## config.mk

```make
export PLATFORM = sky130hd
export DESIGN_NAME = booth_seq_mul
export DESIGN_NICKNAME = d
export VERILOG_FILES = /design/src/rtl/booth_pkg.sv /design/src/rtl/booth_pp_sel.sv /design/src/rtl/booth_seq_mul.sv
export SDC_FILE = /design/constraint.sdc
export NUM_CORES = 1
export LEC_CHECK = 0
export CAP_MARGIN = 30
export CORE_ASPECT_RATIO = 1.2
export CORE_MARGIN = 2
export CORE_UTILIZATION = 54
export DETAILED_ROUTE_END_ITERATION = 12
export GPL_ROUTABILITY_DRIVEN = 0
export PLACE_DENSITY = 0.79
export RECOVER_POWER = 25
export SYNTH_ARGS = -nofsm -noshare
export SYNTH_HDL_FRONTEND = slang
export SYNTH_SLANG_ARGS = --single-unit
```

## constraint.sdc

```tcl
create_clock -name clk -period 5.2 [get_ports clk]
set_input_delay 0.52 -clock clk [delete_from_list [all_inputs] [get_ports clk]]
set_output_delay 0.52 -clock clk [all_outputs]
set_load 0.01 [all_outputs]
```

## src/rtl/booth_pkg.sv

```systemverilog
// Shared constants for the sequential Booth multiplier: FSM encodings,
// radix-4 recode patterns and the iteration-count helper.
package booth_pkg;

  localparam logic [1:0] IDLE = 2'b00;
  localparam logic [1:0] EXEC = 2'b01;
  localparam logic [1:0] DONE = 2'b10;

  // Radix-4 recode patterns {Q[1], Q[0], q_m1}
  localparam logic [2:0] R4_P0  = 3'b000;
  localparam logic [2:0] R4_P1A = 3'b001;
  localparam logic [2:0] R4_P1B = 3'b010;
  localparam logic [2:0] R4_P2  = 3'b011;
  localparam logic [2:0] R4_M2  = 3'b100;
  localparam logic [2:0] R4_M1A = 3'b101;
  localparam logic [2:0] R4_M1B = 3'b110;
  localparam logic [2:0] R4_M0  = 3'b111;

  function automatic int unsigned iter_of(input int unsigned width, input int unsigned radix);
    return (radix == 4) ? width / 2 : width;
  endfunction

endpackage

```

## src/rtl/booth_pp_sel.sv

```systemverilog
// Booth partial-product selector: maps recode bits to a signed addend
// (0, +-M, +-2M) at the accumulator width WIDTH+2.
module booth_pp_sel
  import booth_pkg::*;
#(
  parameter int unsigned WIDTH = 32,
  parameter int unsigned RADIX = 2
) (
  input  logic [2:0]       recode,
  input  logic [WIDTH+1:0] m_ext,
  output logic [WIDTH+1:0] pp_c
);

  localparam int unsigned AW = WIDTH + 2;

  logic [AW-1:0] m2;
  assign m2 = {m_ext[AW-2:0], 1'b0};

  always_comb begin
    pp_c = '0;
    if (RADIX == 4) begin
      case (recode)
        R4_P1A, R4_P1B: pp_c = m_ext;
        R4_P2:          pp_c = m2;
        R4_M2:          pp_c = -m2;
        R4_M1A, R4_M1B: pp_c = -m_ext;
        default:        pp_c = '0;
      endcase
    end else begin
      case (recode[1:0])
        2'b01:   pp_c = m_ext;
        2'b10:   pp_c = -m_ext;
        default: pp_c = '0;
      endcase
    end
  end

endmodule

```

## src/rtl/booth_seq_mul.sv

```systemverilog
// Sequential signed Booth multiplier (radix 2 or 4): control FSM, step
// counter and {A,Q,q_m1} shift datapath.
module booth_seq_mul
  import booth_pkg::*;
#(
  parameter int unsigned WIDTH = 32,
  parameter int unsigned RADIX = 2,
  localparam int unsigned ITER  = iter_of(WIDTH, RADIX),
  localparam int unsigned CNT_W = $clog2(ITER) + 1
) (
  input  logic                 clk,
  input  logic                 reset_n,
  input  logic                 op_start,
  input  logic                 op_clear,
  input  logic [WIDTH-1:0]     multiplicand,
  input  logic [WIDTH-1:0]     multiplier,
  output logic [1:0]           state,
  output logic [CNT_W-1:0]     cnt,
  output logic                 op_busy,
  output logic                 op_done,
  output logic [2*WIDTH-1:0]   result
);

  localparam int unsigned AW = WIDTH + 2;

  if (RADIX != 2 && RADIX != 4) begin : g_bad_radix
    $error("booth_seq_mul: RADIX must be 2 or 4");
  end
  if (WIDTH < 4 || (WIDTH % 2) != 0) begin : g_bad_width
    $error("booth_seq_mul: WIDTH must be even and >= 4");
  end

  logic [1:0]         state_q, state_d;
  logic [CNT_W-1:0]   cnt_q, cnt_d;
  logic [AW-1:0]      a_q, a_d, m_q, m_d;
  logic [WIDTH-1:0]   q_q, q_d;
  logic               qm1_q, qm1_d;
  logic [2*WIDTH-1:0] result_q, result_d;
  logic               busy_q, busy_d, done_q, done_d;

  logic [2:0]         recode;
  logic [AW-1:0]      pp, sum, a_sh;
  logic [WIDTH-1:0]   q_sh;
  logic               qm1_sh;

  assign recode = (RADIX == 4) ? {q_q[1:0], qm1_q} : {1'b0, q_q[0], qm1_q};

  booth_pp_sel #(.WIDTH(WIDTH), .RADIX(RADIX)) u_pp_sel (
    .recode (recode),
    .m_ext  (m_q),
    .pp_c   (pp)
  );

  assign sum = a_q + pp;

  // Arithmetic right shift of {A,Q,q_m1} by one Booth step
  always_comb begin
    if (RADIX == 4) begin
      a_sh   = {{2{sum[AW-1]}}, sum[AW-1:2]};
      q_sh   = {sum[1:0], q_q[WIDTH-1:2]};
      qm1_sh = q_q[1];
    end else begin
      a_sh   = {sum[AW-1], sum[AW-1:1]};
      q_sh   = {sum[0], q_q[WIDTH-1:1]};
      qm1_sh = q_q[0];
    end
  end

  always_comb begin
    state_d  = state_q;
    cnt_d    = cnt_q;
    a_d      = a_q;
    m_d      = m_q;
    q_d      = q_q;
    qm1_d    = qm1_q;
    result_d = result_q;
    if (op_clear) begin
      state_d  = IDLE;
      cnt_d    = '0;
      a_d      = '0;
      m_d      = '0;
      q_d      = '0;
      qm1_d    = 1'b0;
      result_d = '0;
    end else begin
      case (state_q)
        IDLE: begin
          if (op_start) begin
            m_d     = {{2{multiplicand[WIDTH-1]}}, multiplicand};
            q_d     = multiplier;
            a_d     = '0;
            qm1_d   = 1'b0;
            cnt_d   = CNT_W'(ITER);
            state_d = EXEC;
          end
        end
        EXEC: begin
          a_d   = a_sh;
          q_d   = q_sh;
          qm1_d = qm1_sh;
          cnt_d = cnt_q - CNT_W'(1);
          if (cnt_q == CNT_W'(1)) begin
            result_d = {a_sh[WIDTH-1:0], q_sh};
            state_d  = DONE;
          end
        end
        DONE: begin
          if (!op_start) state_d = IDLE;
        end
        default: state_d = IDLE;
      endcase
    end
    busy_d = (state_d == EXEC);
    done_d = (state_d == DONE);
  end

  always_ff @(posedge clk or negedge reset_n) begin
    if (!reset_n) begin
      state_q  <= IDLE;
      cnt_q    <= '0;
      a_q      <= '0;
      m_q      <= '0;
      q_q      <= '0;
      qm1_q    <= 1'b0;
      result_q <= '0;
      busy_q   <= 1'b0;
      done_q   <= 1'b0;
    end else begin
      state_q  <= state_d;
      cnt_q    <= cnt_d;
      a_q      <= a_d;
      m_q      <= m_d;
      q_q      <= q_d;
      qm1_q    <= qm1_d;
      result_q <= result_d;
      busy_q   <= busy_d;
      done_q   <= done_d;
    end
  end

  assign state   = state_q;
  assign cnt     = cnt_q;
  assign op_busy = busy_q;
  assign op_done = done_q;
  assign result  = result_q;

endmodule

```

Word level (Yosys, flattened, before mapping). Cells that the tools add are included.

Output and inout port bits: 74. Bits in registers: 175. Word-level logic and storage cells: 53. Input bits: 68.

Muxes and demuxes: 24. Add/subtract/negate cells: 3. Equality and inequality tests: 8. Reduce and logical (&&, ||, !) cells: 9.

Operators by type and width (count): two-way mux 64 bit (3); two-way mux 34 bit (5); case mux 34 bit (2 select lines) (2); two-way mux 32 bit (2); case mux 32 bit (2 select lines) (1); adder 34 bit (1); negation 34 bit (1); two-way mux 6 bit (2); case mux 6 bit (2 select lines) (1); two-way mux 2 bit (4); nonzero test 2 bit (4); equality test 2 x 1 -> 1 bit, second input constant (3); equality test 2 bit, second input constant (3); equality test 6 x 1 -> 1 bit, second input constant (1); case mux 2 bit (3 select lines) (1); AND reduction 2 bit (3); subtractor 6 x 1 -> 6 bit, second input constant (1); != test 3 bit, second input constant (1); nonzero test 3 bit (1); logical NOT 2 bit (1); two-way mux 1 bit (2); case mux 1 bit (2 select lines) (1).

Logic depth before layout (Yosys ltp). Gate-level depths: netlist of the first run.

Word-level depth: 6. Depth in mapped cells: 20. Gate-level depth less buffers: 18.

Cells and area by module. A second synthesis of the first run with hierarchy kept.

Cells, all modules: 1060. Area total of the unflattened synthesis: 9720.6 um2.

By module, submodules not included: booth_seq_mul (cells each 878, times used 1, seq. area each 4304.1 um2, area an instance 8654.6 um2); booth_pp_sel (cells each 182, times used 1, seq. area each 0.0 um2, area an instance 1066.0 um2).

Worst setup path before layout of the first run. No wires, ideal clock.

Kind: register -> register. Start: register m_q[0]. End: register result_q[62] (netlist: result[62]). Path slack: 0.498 ns. Path buffers: 1. Data arrival time: 4.576 ns. Clock period less this slack: 4.702 ns. Setup time: 0.126 ns. Stages on the path, launching flop included: 20. Required time: 5.074 ns. Cells stage by stage: dfrtp_1 > inv_1 > ha_1 > or4b_1 > or3b_1 > clkbuf_1 > or2_2 > nor4_1 > xnor2_1 > a22oi_1 > nor2_1 > ha_1 > a21o_1 > o21bai_1 > a2111oi_0 > o32a_1 > a21oi_1 > o21ai_0 > mux2i_1 > a221o_1.

Cells in the longest elaborated chain, start to end: 6.

RTL lines: start, declared (line booth_seq_mul.sv:35) `logic [AW-1:0] a_q, a_d, m_q, m_d;`; start signal, assigned (line booth_seq_mul.sv:132) `m_q <= m_d;`; negation 34 bit (line booth_pp_sel.sv:32) `2'b10: pp_c = -m_ext;`; case mux 34 bit (2 select lines) * (line booth_pp_sel.sv:30) `case (recode[1:0])`; adder 34 bit * (line booth_seq_mul.sv:54) `assign sum = a_q + pp;`; two-way mux 64 bit * (line booth_seq_mul.sv:102) `if (cnt_q == CNT_W'(1)) begin`; two-way mux 64 bit * (line booth_seq_mul.sv:86) `case (state_q)`; two-way mux 64 bit * (line booth_seq_mul.sv:77) `if (op_clear) begin`; end signal, assigned (line booth_seq_mul.sv:135) `result_q <= result_d;`; end, declared (line booth_seq_mul.sv:38) `logic [2*WIDTH-1:0] result_q, result_d;`.

Mark *: on every way between the ends. The rest lies on a longest branch, timed or not. The select of a mux whose other input is x is not followed. A chain may end at the register's enable or synchronous reset.

Worst setup path after layout of the first run.
Start: register m_q[0]. End: register result_q[63] (netlist: result[63]).

The elaborated chain is that of the path after synthesis.

==> run summary, run 1 <==
The main flop type after synthesis is sky130_fd_sc_hd__dfrtp_1. The worst setup path is launched from a flip-flop. The run gives 0.00327 W as the total chip power. Setup violations remaining at the end of the flow were counted as 0. The largest fanout on the critical path was 7; the largest net degree at the start of global routing was 80. The total number of vias was 8178.

The worst reg2reg path endpoint is result[63]. TritonCTS built the clock tree. The initial antenna violation count is 0.

The aggregate negative setup slack came out at 0 ns. In the final layout, the multi-input gates occupy 0.00508 mm^2. Summing the sequential cell areas from Yosys gives 44.6% of the chip area. The CTS root buffer was sky130_fd_sc_hd__clkbuf_16.

The run gives 55.1% as the starting density of the core. Worst clock skew: 0.00894 ns. For the count of endpoints failing hold in the final timing report, the log shows 0. The logs give 7 for the first-pass iteration count of the detailed router and 7969 for the number of global-route vias before repair.

Buffers placed on the I/O ports in this run total 141. The tools report the worst-case hold path end point as result[35]. The run gives 0.000230 V as the worst ir drop on vdd. The tools report the area taken by flip-flops and latches as 0.00430 mm^2. For the estimated wirelength of the detail-placed design, the log shows 16.8 mm. The post-route antenna net violation count is 0, and the die span in y is 150 um. The biggest area contributor in the post-synthesis netlist is sky130_fd_sc_hd__dfrtp_1. Counting flops with a built-in enable in the synthesized netlist gives 0. The fraction of post-synthesis cell area in the top cell type by area is 44.6%. The post-synthesis register bit count is 172, and the post-synthesis cell count is 981.

For this run, the share of the core covered by cells in the final layout is 67.4%. The initialized floorplan defines 53 standard-cell rows. The clock latency reported for the late side of the worst-skew pair was 0.43 ns; the synthesized area per cell was 9.83 um^2.

The tools report the final number of max-transition violations as 80. The CTS buffer count is 17. For the max capacitance violation total, the log shows 1.

Yosys printed 0 warnings. By count the netlist is led by sky130_fd_sc_hd__dfrtp_1, sky130_fd_sc_hd__nand2_1, sky130_fd_sc_hd__a22o_1. The run finished, with violations left. The first global-routing pass estimated 39.5 mm of wire. Synthesis produced a netlist with a net count of 1088.

The tree built by TritonCTS fans out to 172 sinks. For the finished layout, the period the worst path requires is 4.91 ns. The endpoint required time on the critical path came out at 5.46 ns.

The critical path is of the reg -> reg type. In this run the register-to-register setup slack is 0.29 ns. The total core area came out at 0.0175 mm^2. The number of levels in the clock H-tree is 4, and the share of synthesized flip-flops with an asynchronous set or reset is 100%.

The net count of the finished layout is 1200. After synthesis, the netlist uses 64 different library cells. The routed design has 23.9 mm of wire. Once placement finished, the instance area stood at 0.0112 mm^2.

The cell area that synthesis handed to floorplanning was 0.00965 mm^2. Hold path startpoint: result[35]. The transition time at the pin with the least slew margin was 4.16 ns. The tightest min-delay check is of the reg -> reg type.

For the worst flop-to-flop path, the logic depth is 18. Data arrives at the worst endpoint at 5.17 ns. The power density over the cells came out at 277 mW/mm^2.

The static power due to leakage came out at 5.35 nW. The number of top-level design ports is 142. Ranked by total cell area, the synthesized netlist is headed by sky130_fd_sc_hd__dfrtp_1, sky130_fd_sc_hd__a22o_1, sky130_fd_sc_hd__ha_1, sky130_fd_sc_hd__mux2i_1, sky130_fd_sc_hd__nand2_1.

The logs give 0.0190 mm^2 for the die area and 0 for the count of buffers added by post-CTS timing repair for setup. Number of buffers on the longest clock path: 2. Yosys instantiated no cell more often than sky130_fd_sc_hd__dfrtp_1.

The post-detailed-route via-to-cell ratio was 6.17; the fmax was 204 MHz. The final antenna diode count is 0. The remaining design rule violation count was 0; the total global routing track utilization was 25.7%.

The run gives -177% as the relative slew slack. After the first detailed-routing iteration, the DRC count stood at 678. Share of cells above drive strength 1: 6.87%.

The final reports fail on max-capacitance violations, max-slew violations. The cell depth of the worst hold path was 2. Global routing finished with a remaining overflow of 0.

The tools report the startpoint of the worst-slack reg-to-reg timing path as m_q[0]. After detailed routing, the average wire length per cell comes to 18.0 um. Setup repair after global routing left no endpoint under its margin.

STA classifies the critical path endpoint as a flip-flop. Of the available clock period, the critical path in the final layout requires 94.4%. The area added between synthesis and finish is 22.3%. The clock edge transition at the registers on the reported setup and hold paths was 0.07 ns; the final-layout fill cell count was 1433. After routing the design area is 0.0118 mm^2.

In this run the horizontal extent of the chip is 126 um.
[cells by family after synthesis]
family | Yosys count | synth area share (%)
buffers and inverters | 83 | 3.32
adders and majority gates | 39 | 5.14
muxes | 39 | 4.05
xor gates and xnor gates | 46 | 4.18
AOI/OAI and AO/OA | 319 | 24.8
DFF | 172 | 44.6
and+or+nand+nor | 283 | 13.9
[stage by stage]
stage	cells	hold WS, ns	setup slack (ns)
6_report	1326	0.490	0.294
5_1_grt	1326	0.518	0.00805
4_1_cts	1326	0.150	0.163
3_5_place_dp	1294	0.479	0.187
3_3_place_gp	1294	0.471	0.370
2_1_floorplan	981	0.224	0.498
[worst max-delay path: stages, from the launching register on]
cell,delay (ns)
sky130_fd_sc_hd__dfrtp_1,0.39
sky130_fd_sc_hd__inv_1,0.09
sky130_fd_sc_hd__ha_1,0.17
sky130_fd_sc_hd__or4b_1,0.51
sky130_fd_sc_hd__or3b_1,0.44
sky130_fd_sc_hd__or2_2,0.30
sky130_fd_sc_hd__nor2_1,0.11
sky130_fd_sc_hd__xnor2_1,0.07
sky130_fd_sc_hd__a22oi_1,0.14
sky130_fd_sc_hd__nor2_1,0.06
sky130_fd_sc_hd__ha_1,0.40
sky130_fd_sc_hd__nand2_1,0.10
sky130_fd_sc_hd__o21ai_0,0.08
sky130_fd_sc_hd__a31o_2,0.28
sky130_fd_sc_hd__or3b_2,0.48
sky130_fd_sc_hd__o221a_2,0.28
sky130_fd_sc_hd__o41ai_2,0.45
sky130_fd_sc_hd__mux2i_1,0.26
sky130_fd_sc_hd__a31oi_1,0.11
[registers in the layout, summed over array words and instances, names as in the netlist]
| name | cells |
|---|---|
| qm1_q | 1 |
| a_q | 33 |
| cnt | 6 |
| q_q | 32 |
| op_done | 1 |
| op_busy | 1 |
| result | 64 |
| m_q | 32 |
| state | 2 |
[power breakdown]
part	internal, W	switching [W]
Combinational	0.000262	0.000338
Sequential	0.00141	0.0000727
Clock	0.000623	0.000567
[how the worst max path moves through the flow]
| stage | to | start | slack, ns | depth (start not counted) |
|---|---|---|---|---|
| 2_1_floorplan | result[62] | m_q[0] | 0.50 | 19 |
| 4_1_cts | result[62] | m_q[0] | 0.16 | 18 |
| 5_1_grt | result[63] | m_q[1] | 0.008 | 18 |
| 3_5_place_dp | result[62] | m_q[0] | 0.19 | 18 |
| 3_3_place_gp | result[62] | m_q[0] | 0.37 | 18 |
| 6_report | result[63] | m_q[0] | 0.29 | 18 |
[per-layer routing]
layer  vias to the layer above  part of all wire (%)  global-route usage [%]
li1                       3863                     -                       -
met1                      4041                    44                    34.7
met2                       238                    49                    43.4
met3                        36                   4.8                    4.30
met4                         0                   1.7                    6.65
met5                         -                     0                       0
[area by class of cell]
class | instances | area share [%]
well taps | 220 | 2.33
repair buffers | 159 | 13.0
flip-flops and latches | 172 | 36.5
inverters | 17 | 0.541
clock buffers | 19 | 3.67
multi-input cells | 726 | 43.0
clock inverters | 13 | 0.923
[cell usage in the layout, fill, tap and decap left out, drive strengths merged, types with 7 or more instances in the layout]
master,instances
a211oi,7
a21o,24
a21oi,45
a22o,97
a22oi,22
a32o,8
a32oi,8
and3,7
buf,18
clkbuf,21
clkdlybuf4s50,139
dfrtp,172
ha,38
inv,23
mux2i,39
nand2,100
nand2b,11
nand3,10
nor2,80
nor3,17
o21ai,35
o31ai,34
or3,13
xnor2,35
xor2,11
[timing repair]
action	in CTS	in global routing
hold buffers	0	0
endpoints found under the setup margin	0	9
endpoints found under the hold margin	0	0
gates resized for setup	0	6
Note: power is estimated with default switching activity, not from simulation.
==> inputs of run 2 (changes only) <==
CORE_UTILIZATION = 55   (was 54)
PLACE_DENSITY = 0.81   (was 0.79)
==> run 2 against run 1 <==
- via count decreased by 0.61%
- largest cell class unchanged
- die area decreased by 1.8%
- the flow still finishes with violations (max-capacitance violations, max-slew violations)
- fmax increased by 0.40%
- critical path type unchanged
==> run summary, run 2 (synthesis results as in run 1) <==
In the routed design, unresolved DRC markers number 0. For the end-of-flow core utilization, the log shows 68.6%. The register with the most flip-flops in the layout has 64 of them. STA classifies the critical path endpoint as a flip-flop. Relative to the synthesized area, the layout overhead comes to 23.5%. In the final routed layout, each cell accounts on average for 17.7 um.

Of the cells placed in the final design, the portion with a size suffix greater than 1 is 7.40%. The power density over the cells was 286 mW/mm^2; the part of the total power dissipated in sequential elements was 43.4%. The clock edge transition at the registers on the reported setup and hold paths is 0.07 ns.

The sum of routed wire length over all layers is 23.5 mm, and the total global routing track utilization is 25.7%. The finished layout cell area was 0.0119 mm^2; the count of port buffers added during placement was 141. In this run switching power makes up 28.6% of total power.

The number of global-route vias before repair is 7719, and the relative slew slack is -157%. The minimum clock period is 4.89 ns. Data on the critical path is required at its endpoint by 5.51 ns. The die area is 0.0186 mm^2, and the initial detailed-routing violation count is 685. Worst ir drop on vdd: 0.000230 V.

Setup repair after global routing left no endpoint under its margin. For this design, the sink count on the clock tree is 172. In this run the deepest clock path goes through 2 buffers. The count of buffers added by post-CTS timing repair for setup came out at 0. The largest stage delay on the critical path is 0.51 ns, and the count of endpoints failing hold in the final timing report is 0.

The flow ran to the end, but the final reports show violations. The floorplan step defined a core boundary enclosing 0.0174 mm^2. STA classifies the critical path startpoint as a flip-flop. Entering global routing, the biggest net connects 90 pins. In the post-route analysis, the smallest setup slack over all paths is 0.313 ns. The transition time at the pin with the least slew margin is 3.86 ns. Portion of total power attributed to combinational logic: 17.6%.

The aggregate negative setup slack was 0 ns. Class of the tightest hold or removal check: reg -> reg. The analysis attributes to cell leakage a power of 5.42 nW. The initial antenna violation count is 0. The die is 125 um wide. The critical path goes through inv_1 -> ha_1 -> or4b_1 -> or3b_1 -> or2_2 -> nor4_2 -> xnor2_1 -> a22oi_1 -> nor2_1 -> ha_1 -> and4_1 -> and3_1 -> and2_1 -> a21bo_2 -> o211ai_1 -> a2111oi_2 -> buf_4 -> or3_1 -> a32o_1.

TritonCTS built the clock tree. The final antenna diode count is 0, and the share of the clock period used by the worst path is 94.0%. The starting density of the core came out at 55.5%. Across all layers, the routed design uses 8128 vias. For this run, the detailed router's first-pass iteration total came to 7. Cell-internal power: 0.00243 W.

The layout has 1381 filler cells. For the setup violation total in the final timing report, the log shows 0. The checks that failed: max-capacitance violations, max-slew violations.

The tools report the fmax as 205 MHz. STA puts the critical path data arrival time at 5.20 ns. The number of buffers and inverters on the critical path is 2. At the later pin of the worst-skew pair, clock insertion delay measures 0.43 ns. The die span in y works out to 149 um. The kind of cell with the highest combined delay along the critical path is simple AND/OR/NAND/NOR gates.

The H-tree was split into 4 levels. In this run the remaining antenna-violating nets after routing total 0. The critical path is of the reg -> reg type. For this run, the number of standard cells in the final layout without fillers is 1328. On the critical path, the stage with the largest delay is an instance of sky130_fd_sc_hd__or4b_1. The total overflow left after global routing is 0. Clock tree synthesis selected as its root buffer the cell sky130_fd_sc_hd__clkbuf_16.

After floorplanning, the core was divided into 53 placement rows. Leaving out fill and tap cells, the most frequent cell in the layout is sky130_fd_sc_hd__dfrtp_1. The most frequent cell on the critical path was sky130_fd_sc_hd__ha_1.

The first-pass GRT wire length was 38.7 mm; the final number of max-transition violations was 90. The logs give 38.9% for the clock power share and 1202 for the count of nets after finishing. OpenSTA, run right after detailed placement, puts the worst setup slack at 0.102 ns. The largest fanout on the critical path works out to 7. Leaving out fill and tap cells, the most frequent cells in the layout are sky130_fd_sc_hd__dfrtp_1, sky130_fd_sc_hd__clkdlybuf4s50_1, sky130_fd_sc_hd__nand2_1.

Using the TritonRoute via totals, the vias-per-cell ratio works out to 6.12. The max capacitance violation total is 1, and the standard cell area after detailed placement is 0.0113 mm^2. Detailed placement finished with a half-perimeter wire length of 16.8 mm. The number of top-level design ports is 142, and the number of cells after detailed placement is 1296. On the final layout, the worst clock skew is 0.00761 ns. In this run the power spent charging and discharging nets is 0.000974 W. The number of clock buffers added by TritonCTS is 17.
[run 2: worst reg2reg max path: cells and delay by family, from the launching register on]
family                     cells  cell delay [ns]
DFF                            1             0.40
xor gates and xnor gates       1             0.09
buffers and inverters          2             0.25
AOI/OAI and AO/OA              5             1.09
adders and majority gates      2             0.56
and+or+nand+nor                9             2.40
[run 2: cell type report]
class	count	area [um^2]	share of cell area, %
clock buffers	20	467	3.92
well taps	220	275	2.31
flip-flops and latches	172	4300	36.1
inverters	17	63.8	0.536
multi-input cells	726	5090	42.7
clock inverters	12	149	1.25
repair buffers	161	1570	13.1
[run 2: layer usage]
| metal | global-route usage, % | part of all wire [%] | up-vias |
|---|---|---|---|
| li1 | - | - | 3867 |
| met2 | 42.4 | 48 | 259 |
| met3 | 3.44 | 5.1 | 40 |
| met5 | 0 | 0 | - |
| met1 | 35.5 | 45 | 3962 |
| met4 | 8.39 | 2.1 | 0 |
[run 2: power groups by stage]
stage | Clock [W] | Combinational, W | Sequential (W)
after floorplan | 0 | 0.000391 | 0.00149
after detailed placement | 0 | 0.000600 | 0.00150
final | 0.00133 | 0.000600 | 0.00148
after global routing | 0.00140 | 0.000662 | 0.00149
after CTS | 0.00135 | 0.000602 | 0.00148
after global placement | 0 | 0.000588 | 0.00150
[run 2: through the flow]
stage,hold WS (ns),total power [W]
floorplan,0.224,0.00188
detailed placement,0.470,0.00210
CTS,0.190,0.00343
global placement,0.470,0.00209
finish,0.483,0.00340
global route,0.519,0.00355
[run 2: what timing repair did]
| item | in CTS | in global routing |
|---|---|---|
| setup endpoints to repair | 0 | 12 |
| gates resized for setup | 0 | 8 |
| hold buffers | 0 | 0 |
[run 2: final timing paths]
kind,from,to,slack [ns],cells after the start
min,result[43],result[43],0.48,2
max reg2reg,m_q[0],a_q[29],0.31,19
min in group asynchronous,reset_n,q_q[27],1.58,1
min reg2reg,result[43],result[43],0.48,2
max,m_q[0],a_q[29],0.31,19
max in group asynchronous,reset_n,q_q[0],1.17,2
